==> src/rtl/cla_pipe_16.sv <==
// cla_pipe_16 -- two-stage pipelined 16-bit carry-lookahead adder.
//
// Stage 1 registers the per-bit propagate/generate terms and carry-in.
// Stage 2 forms four 4-bit group generate/propagate terms. A second-level
// lookahead turns them into the group carries. A 4-bit lookahead inside each
// group then gives the bit carries. Sum, carry-out, signed overflow and the
// 16-bit block generate/propagate are registered from these carries.
// Valid/ready handshaking on both ends lets the pipe stall without losing
// operands.
//
// Ports:
//   clk        clock, rising-edge active
//   rst_n      asynchronous active-low reset
//   a, b       16-bit operands
//   cin        carry-in
//   in_valid   operands valid this cycle
//   in_ready   block accepts operands this cycle
//   sum        registered (a+b+cin) mod 2^16
//   cout       registered carry out of bit 15
//   overflow   registered signed overflow (carry into bit 15 ^ carry out)
//   g_o, p_o   registered 16-bit block generate / propagate
//   out_valid  result outputs are valid
//   out_ready  downstream accepts the result this cycle
module cla_pipe_16 (
  input  logic        clk,
  input  logic        rst_n,
  input  logic [15:0] a,
  input  logic [15:0] b,
  input  logic        cin,
  input  logic        in_valid,
  output logic        in_ready,
  output logic [15:0] sum,
  output logic        cout,
  output logic        overflow,
  output logic        g_o,
  output logic        p_o,
  output logic        out_valid,
  input  logic        out_ready
);

  logic [15:0] s1_p;
  logic [15:0] s1_g;
  logic        s1_cin;
  logic        s1_v;

  logic        adv1;
  logic        adv2;

  logic [3:0]  grp_g;
  logic [3:0]  grp_p;
  logic [4:0]  gc;
  logic [15:0] c;
  logic        blk_g;
  logic        blk_p;

  // Generate of a 4-bit group, ignoring its carry-in.
  function automatic logic grp_gen(input logic [3:0] g, input logic [3:0] p);
    return g[3] | (p[3] & g[2]) | (p[3] & p[2] & g[1]) |
           (p[3] & p[2] & p[1] & g[0]);
  endfunction

  // Carries into positions 0..3 of a 4-bit group, all formed directly from
  // the group carry-in so nothing ripples bit to bit.
  function automatic logic [3:0] in_carries(input logic [3:0] g,
                                            input logic [3:0] p,
                                            input logic       ci);
    logic [3:0] r;
    r[0] = ci;
    r[1] = g[0] | (p[0] & ci);
    r[2] = g[1] | (p[1] & g[0]) | (p[1] & p[0] & ci);
    r[3] = g[2] | (p[2] & g[1]) | (p[2] & p[1] & g[0]) |
           (p[2] & p[1] & p[0] & ci);
    return r;
  endfunction

  // Stage 2 may load whenever its result is absent or being taken.
  // Stage 1 may load whenever it is empty or stage 2 is moving.
  assign adv2     = !out_valid || out_ready;
  assign adv1     = !s1_v || adv2;
  assign in_ready = adv1;

  // First-level group generate/propagate.
  always_comb begin
    grp_g = '0;
    grp_p = '0;
    for (int k = 0; k < 4; k++) begin
      grp_g[k] = grp_gen(s1_g[4*k +: 4], s1_p[4*k +: 4]);
      grp_p[k] = &s1_p[4*k +: 4];
    end
  end

  // The second-level lookahead uses the same equations, applied to the
  // group terms. gc[k] is the carry into group k, and gc[4] is c16.
  assign blk_g    = grp_gen(grp_g, grp_p);
  assign blk_p    = &grp_p;
  assign gc[3:0]  = in_carries(grp_g, grp_p, s1_cin);
  assign gc[4]    = blk_g | (blk_p & s1_cin);

  // Bit carries inside each group.
  always_comb begin
    c = '0;
    for (int k = 0; k < 4; k++) begin
      c[4*k +: 4] = in_carries(s1_g[4*k +: 4], s1_p[4*k +: 4], gc[k]);
    end
  end

  // Stage 1 captures the bit propagate/generate terms on an input transfer.
  // An advance with no new operand only clears the valid bit.
  always_ff @(posedge clk or negedge rst_n) begin
    if (!rst_n) begin
      s1_v   <= 1'b0;
      s1_p   <= '0;
      s1_g   <= '0;
      s1_cin <= 1'b0;
    end else if (adv1) begin
      s1_v <= in_valid;
      if (in_valid) begin
        s1_p   <= a ^ b;
        s1_g   <= a & b;
        s1_cin <= cin;
      end
    end
  end

  // Stage 2 always moves the valid bit. The result data only changes for a
  // real operation, so the outputs keep their last value while idle.
  always_ff @(posedge clk or negedge rst_n) begin
    if (!rst_n) begin
      out_valid <= 1'b0;
      sum       <= '0;
      cout      <= 1'b0;
      overflow  <= 1'b0;
      g_o       <= 1'b0;
      p_o       <= 1'b0;
    end else if (adv2) begin
      out_valid <= s1_v;
      if (s1_v) begin
        sum      <= s1_p ^ c;
        cout     <= gc[4];
        overflow <= c[15] ^ gc[4];
        g_o      <= blk_g;
        p_o      <= blk_p;
      end
    end
  end

endmodule
==> config.mk <==
export PLATFORM = sky130hd
export DESIGN_NAME = cla_pipe_16
export DESIGN_NICKNAME = d
export VERILOG_FILES = /design/src/rtl/cla_pipe_16.sv
export SDC_FILE = /design/constraint.sdc
export NUM_CORES = 1
export LEC_CHECK = 0
export ABC_CLOCK_PERIOD_IN_PS = 1750
export CAP_MARGIN = 40
export CELL_PAD_IN_SITES_DETAIL_PLACEMENT = 0
export CELL_PAD_IN_SITES_GLOBAL_PLACEMENT = 1
export CORE_MARGIN = 4
export CORE_UTILIZATION = 30
export DETAILED_ROUTE_END_ITERATION = 8
export DONT_BUFFER_PORTS = 1
export PLACE_DENSITY = 0.61
export SLEW_MARGIN = 5
export SYNTH_ARGS = -nofsm -noshare
export SYNTH_HDL_FRONTEND = slang
export SYNTH_SLANG_ARGS = --single-unit
==> constraint.sdc <==
create_clock -name clk -period 1.75 [get_ports clk]
set_input_delay 0.35 -clock clk [delete_from_list [all_inputs] [get_ports clk]]
set_output_delay 0.35 -clock clk [all_outputs]
set_load 0.005 [all_outputs]
After elaboration in Yosys (flattened, before gate mapping)
Cells that the tools add are included.
Word-level totals
  flip-flop bits (word level): 55
  latch bits: 0
  RAM bits: 0
  memory bits (read-only): 0
  output and inout bits: 22
  word-level logic and storage cells: 142
  memories: 0
Operators by class
  add/subtract/negate cells: 0
  multipliers: 0
  divide/modulo/power cells: 0
  magnitude comparators: 0
  equal/unequal tests: 0
  shifts and indexed selects: 0
  muxes and demuxes: 0
  bitwise operators: 121
  reductions and logical operators: 11
Operators by type and width (number)
  $and 1x1->1: 71
  $or 1x1->1: 46
  $xor 16x16->16: 2
  $and 16x16->16: 1
  $reduce_and 16->1: 1
  $reduce_and 4->1: 4
  $reduce_and 2->1: 2
  $logic_not 1->1: 2
  $logic_or 1x1->1: 2
  $xor 1x1->1: 1

Longest topological paths before layout
  depth in word-level cells: 11
  mapped depth: 8
  depth with buffers taken out: 8

Worst setup path before layout
No wires, ideal clock.
  path type: register to register
  start: register s1_p[3]
  end: register sum[13]
  library setup time: 135 ps
  data arrival time: 1562 ps
  required time: 1615 ps
  setup slack: 53 ps
  cell stages (with the launch flop): 9
  buffers on the path: 0
  clock period less this slack: 1697 ps
  cell sequence: dfrtp_1 -> a21oi_2 -> o221ai_4 -> a21oi_4 -> o21ai_1 -> ha_1 -> nor2_1 -> xor2_1 -> o21ai_0
Between the ends
  word-level cells in the longest chain between the ends: 10
  elaborated cells on any way between the ends: 17
Ends and longest elaborated chain
  start: declaration: line 41  | logic [15:0] s1_p;
  start signal: assignment: line 118  | s1_p <= a ^ b;
  $and 1x1->1, on equally long branches: line 58, 59
  $or 1x1->1, or another cell as far along: line 58  | return g[3] | (p[3] & g[2]) | (p[3] & p[2] & g[1]) |
  $or 1x1->1 or $and 1x1->1 (tied branches): line 58, 59
  $or 1x1->1: line 58
  $and 1x1->1: line 71  | r[3] = g[2] | (p[2] & g[1]) | (p[2] & p[1] & g[0]) |
  $or 1x1->1: line 71
  $or 1x1->1 *: line 71
  $and 1x1->1 *: line 69  | r[1] = g[0] | (p[0] & ci);
  $or 1x1->1 *: line 69
  $xor 16x16->16 *: line 138  | sum <= s1_p ^ c;
  end signal: assignment: line 138
  end: declaration: line 32  | output logic [15:0] sum,
Every way passes the cells marked *; elsewhere a longest branch is shown, timed or not.
A chain may end at the register's enable or synchronous reset.

Final worst setup path
Same ends and word-level chain as after synthesis.

==> results <==
- The flow ran to the end, but the final reports show violations.
- The checks that failed: negative setup slack.
- The sum of internal, switching and leakage power is 0.00347 W.
- The area enclosed by the die boundary is 10700 µm².
- The count of endpoints failing hold in the final timing report is 0.
- The clock tree skew after final layout is 0.00464 ns.
- The initial antenna violation count is 0.
- The critical path data required time is 1.92 ns.
- The H-tree generated during clock tree synthesis spans 2 levels.
- Max-cap violations in this run came to 0.
- The category of the worst setup path capture point is a flop.
- After floorplanning, the core was divided into 34 placement rows.
- The number of synthesis warnings is 0.
- In this run the tightest slew margin relative to its limit is 66.4%.
- The clock latency at the later pin of the worst-skew pair is 0.30 ns.
- The top cell type's share of synthesized area is 50.3%.
- In this run the horizontal extent of the chip is 104 µm.
- Buffers inserted during clock tree synthesis total 5.
- The worst register-to-register path ends at sum[13]$_DFFE_PN0P_.
- In the routed design, unresolved DRC markers number 0.
- The fraction of registers with async set or reset after synthesis is 100%.
- TritonCTS built the clock tree.
- The floorplan step defined a core boundary enclosing 8810 µm².
- The count of pins over their slew limit is 0.
- The starting utilization of the core area is 31.1%.
- The tightest min-delay check is of the in -> reg type.
- The number of nets in the synthesized netlist is 293.
- For this run, the post-layout net count is 316.
- Along the worst hold path, the cell count comes to 1.
- Setup repair after global routing could not meet its margin everywhere.
- The mapped netlist covers 2740 µm².
- Each instance of the synthesized netlist takes up on average 11.6 µm².
- The start point of the worst min-delay path is in_valid.
- No sink is reached through more buffers than the 2 on the longest clock path.
- The maximum fanout along the worst path is 4.
- The worst register-to-register path has a depth of 8.
- Subtracting the final worst setup slack from the clock period gives 1.75 ns.
- The startpoint of the worst-slack reg-to-reg timing path is s1_p[3]$_DFFE_PN0P_.
- The chip height is 104 µm.
- The critical path data arrival time is 1.92 ns.
- The count of final setup violators is 1.
- After layout, the worst setup slack is -0.00121 ns.
- The cell taking the most area after synthesis is sky130_fd_sc_hd__dfrtp_1.
- The number of nets with antenna violations after routing is 0.
- Cells with a size suffix above 1 make up 31.0% of the layout.
- The signed area change from the synthesized netlist to the final layout is 15.4%.
- The count of flip-flops with a built-in enable after synthesis is 0.
- In the global route stage, overall resource usage came out at 10.7%.
- The part of the cycle the worst path needs is 100%.
- The core utilization of the finished layout is 35.9%.
- In the post-synthesis netlist, the biggest area contributors are sky130_fd_sc_hd__dfrtp_1, sky130_fd_sc_hd__mux2_2, sky130_fd_sc_hd__ha_1.
- The hold path endpoint is s1_v$_DFFE_PN0N_.
- The cell count after synthesis is 236.
- The number of global-route vias before repair was 1958.
- The number of sinks on the clock net is 55.
- Clock-pin slew was measured on the worst setup and hold paths at 0.09 ns.
- The most frequent standard cell in the layout excluding fill and tap cells is sky130_fd_sc_hd__dfrtp_1.
- The total global routing overflow is 0.
- The number of flip-flops and latches in the synthesized netlist is 55.
- The maximum clock frequency is 0.571 GHz.
- The first-pass GRT wire length is 9370 µm.
- The top cell types in the final layout, fill and taps aside, are sky130_fd_sc_hd__dfrtp_1, sky130_fd_sc_hd__mux2_2, sky130_fd_sc_hd__nand2_1.
- At the pin with the least slew margin, the transition time is 0.503 ns.
- After synthesis, flip-flops and latches occupy 50.3% of the total area.
- The mean number of vias per cell is 4.87.
- The total inserted antenna cells is 0.
- The worst setup path is launched from a flop.
- Pin placement for this block handled 59 I/O pins.
- The largest voltage drop on the vdd net is 0.423 mV.
- The number of search-and-repair iterations in the first detailed-routing pass is 4.
- The distinct cell type count of the synthesized netlist is 34.
- Entering global routing, the biggest net connects 56 pins.
- The detailed router finished its first iteration with 35 violations.
- CTS placed an instance of sky130_fd_sc_hd__clkbuf_8 at the clock tree root.
- The cell area power density is 1100 nW/µm².
- The half-perimeter wire length after detailed placement is 4170 µm.
- At the end of routability-driven placement, the weighted congestion stood at 0.730.
- In this run the static leakage power is 1.43 nW.
- The layout filler cell count is 894.
- For this run, the leading register cell type out of synthesis is sky130_fd_sc_hd__dfrtp_1.
- For this block, the routed nets add up to 5540 µm of wire.
- The average wire per cell in the routed design is 15.1 µm.
- By startpoint and endpoint, the worst setup path is classified as reg -> reg.
- Across all layers, the routed design uses 1781 vias.
- The quantity of I/O buffers inserted on ports is 0.
- The worst register-to-register path has a setup slack of -0.001 ns.
## sequential cells by signal, indices dropped and copies added (netlist names)
signal,count
s1_g,16
s1_p,16
sum,16
cout,1
g_o,1
out_valid,1
overflow,1
p_o,1
s1_cin,1
s1_v,1
## worst max-delay path, cell delays in order, from the launching register on
cell	delay [ns]
sky130_fd_sc_hd__dfrtp_1	0.43
sky130_fd_sc_hd__a21oi_2	0.22
sky130_fd_sc_hd__o221ai_4	0.14
sky130_fd_sc_hd__a21oi_4	0.24
sky130_fd_sc_hd__o21ai_2	0.11
sky130_fd_sc_hd__ha_2	0.18
sky130_fd_sc_hd__nor2_2	0.08
sky130_fd_sc_hd__xor2_1	0.15
sky130_fd_sc_hd__o21ai_1	0.07
## cell families after synthesis
group / Yosys count / share of synthesized area [%]
buffers and inverters: 13 / 2.01
adder cells (fa/ha/maj): 20 / 9.14
multiplexers: 33 / 13.6
flip-flops: 55 / 50.3
XOR/XNOR: 12 / 3.84
AND/OR/NAND/NOR: 58 / 9.65
AO/OA/AOI/OAI: 45 / 11.5
## final cells by class
| type | count | area, µm² | area share, % |
|---|---|---|---|
| Tap cell | 108 | 135 | 4.28 |
| Timing Repair Buffer | 25 | 223 | 7.05 |
| Multi-Input combinational cell | 168 | 1330 | 42.2 |
| Sequential cell | 55 | 1380 | 43.6 |
| Inverter | 4 | 17.5 | 0.555 |
| Clock buffer | 6 | 72.6 | 2.30 |
## power by group
part / switching, W / total, W / internal, W
Combinational: 0.000477 / 0.000996 / 0.000518
Clock: 0.000378 / 0.000646 / 0.000268
Sequential: 0.000263 / 0.00183 / 0.00157
## cell usage after synthesis (2+ instances only)
cell and n:
sky130_fd_sc_hd__mux2_2 33, sky130_fd_sc_hd__a21oi_4 2, sky130_fd_sc_hd__ha_1 20, sky130_fd_sc_hd__nand4_1 3
sky130_fd_sc_hd__xor2_1 9, sky130_fd_sc_hd__o21ai_1 10, sky130_fd_sc_hd__o211ai_1 2, sky130_fd_sc_hd__nand2b_1 3
sky130_fd_sc_hd__nand3_1 4, sky130_fd_sc_hd__nor2_1 9, sky130_fd_sc_hd__nor2b_1 2, sky130_fd_sc_hd__a21oi_1 9
sky130_fd_sc_hd__o21ai_0 8, sky130_fd_sc_hd__a31oi_1 2, sky130_fd_sc_hd__buf_2 3, sky130_fd_sc_hd__a21oi_2 2
sky130_fd_sc_hd__nand2_1 31, sky130_fd_sc_hd__and2_1 2, sky130_fd_sc_hd__a21o_1 4, sky130_fd_sc_hd__dfrtp_1 55
sky130_fd_sc_hd__xnor2_1 3, sky130_fd_sc_hd__inv_1 3, sky130_fd_sc_hd__clkbuf_1 6
## per-stage QoR
stage | area [µm²] | TNS, ns | setup slack [ns] | hold WS, ns | std cells
after floorplan | 2740 | 0 | 0.0529 | 0.0544 | 236
after global placement | 3000 | -0.0333 | -0.0333 | 0.0565 | 356
after detailed placement | 3000 | -0.0807 | -0.0807 | 0.0562 | 356
after CTS | 3130 | -0.0112 | -0.0112 | 0.153 | 365
after global routing | 3160 | -0.262 | -0.117 | 0.144 | 366
final | 3160 | -0.00121 | -0.00121 | 0.172 | 366
## what timing repair did
| action | 4_1_cts | 5_1_grt |
|---|---|---|
| setup buffers | 1 | 2 |
| pin swaps | 7 | 8 |
| gates resized for setup | 6 | 6 |
| hold buffers | 2 | 0 |
| setup endpoints to repair | 2 | 7 |
| hold endpoints to repair | 55 | 0 |
## how the worst max path moves through the flow
stage / start / endpoint / slack, ns / cells after the start
2_1_floorplan: s1_p[3]$_DFFE_PN0P_ / sum[13]$_DFFE_PN0P_ / 0.05 / 8
3_3_place_gp: s1_g[4]$_DFFE_PN0P_ / sum[13]$_DFFE_PN0P_ / -0.03 / 8
3_5_place_dp: s1_g[4]$_DFFE_PN0P_ / sum[13]$_DFFE_PN0P_ / -0.08 / 8
4_1_cts: s1_p[3]$_DFFE_PN0P_ / sum[13]$_DFFE_PN0P_ / -0.01 / 8
5_1_grt: s1_p[3]$_DFFE_PN0P_ / sum[13]$_DFFE_PN0P_ / -0.12 / 8
6_report: s1_p[3]$_DFFE_PN0P_ / sum[13]$_DFFE_PN0P_ / -0.001 / 8
## layer usage
metal / track usage [%] / share of wire [%] / vias up
li1: - / - / 871
met1: 13.4 / 45 / 871
met2: 18.1 / 50 / 37
met3: 3.11 / 4.4 / 2
met4: 2.56 / 0.51 / 0
met5: 0 / 0 / -
(Power assumes the default switching activity.)
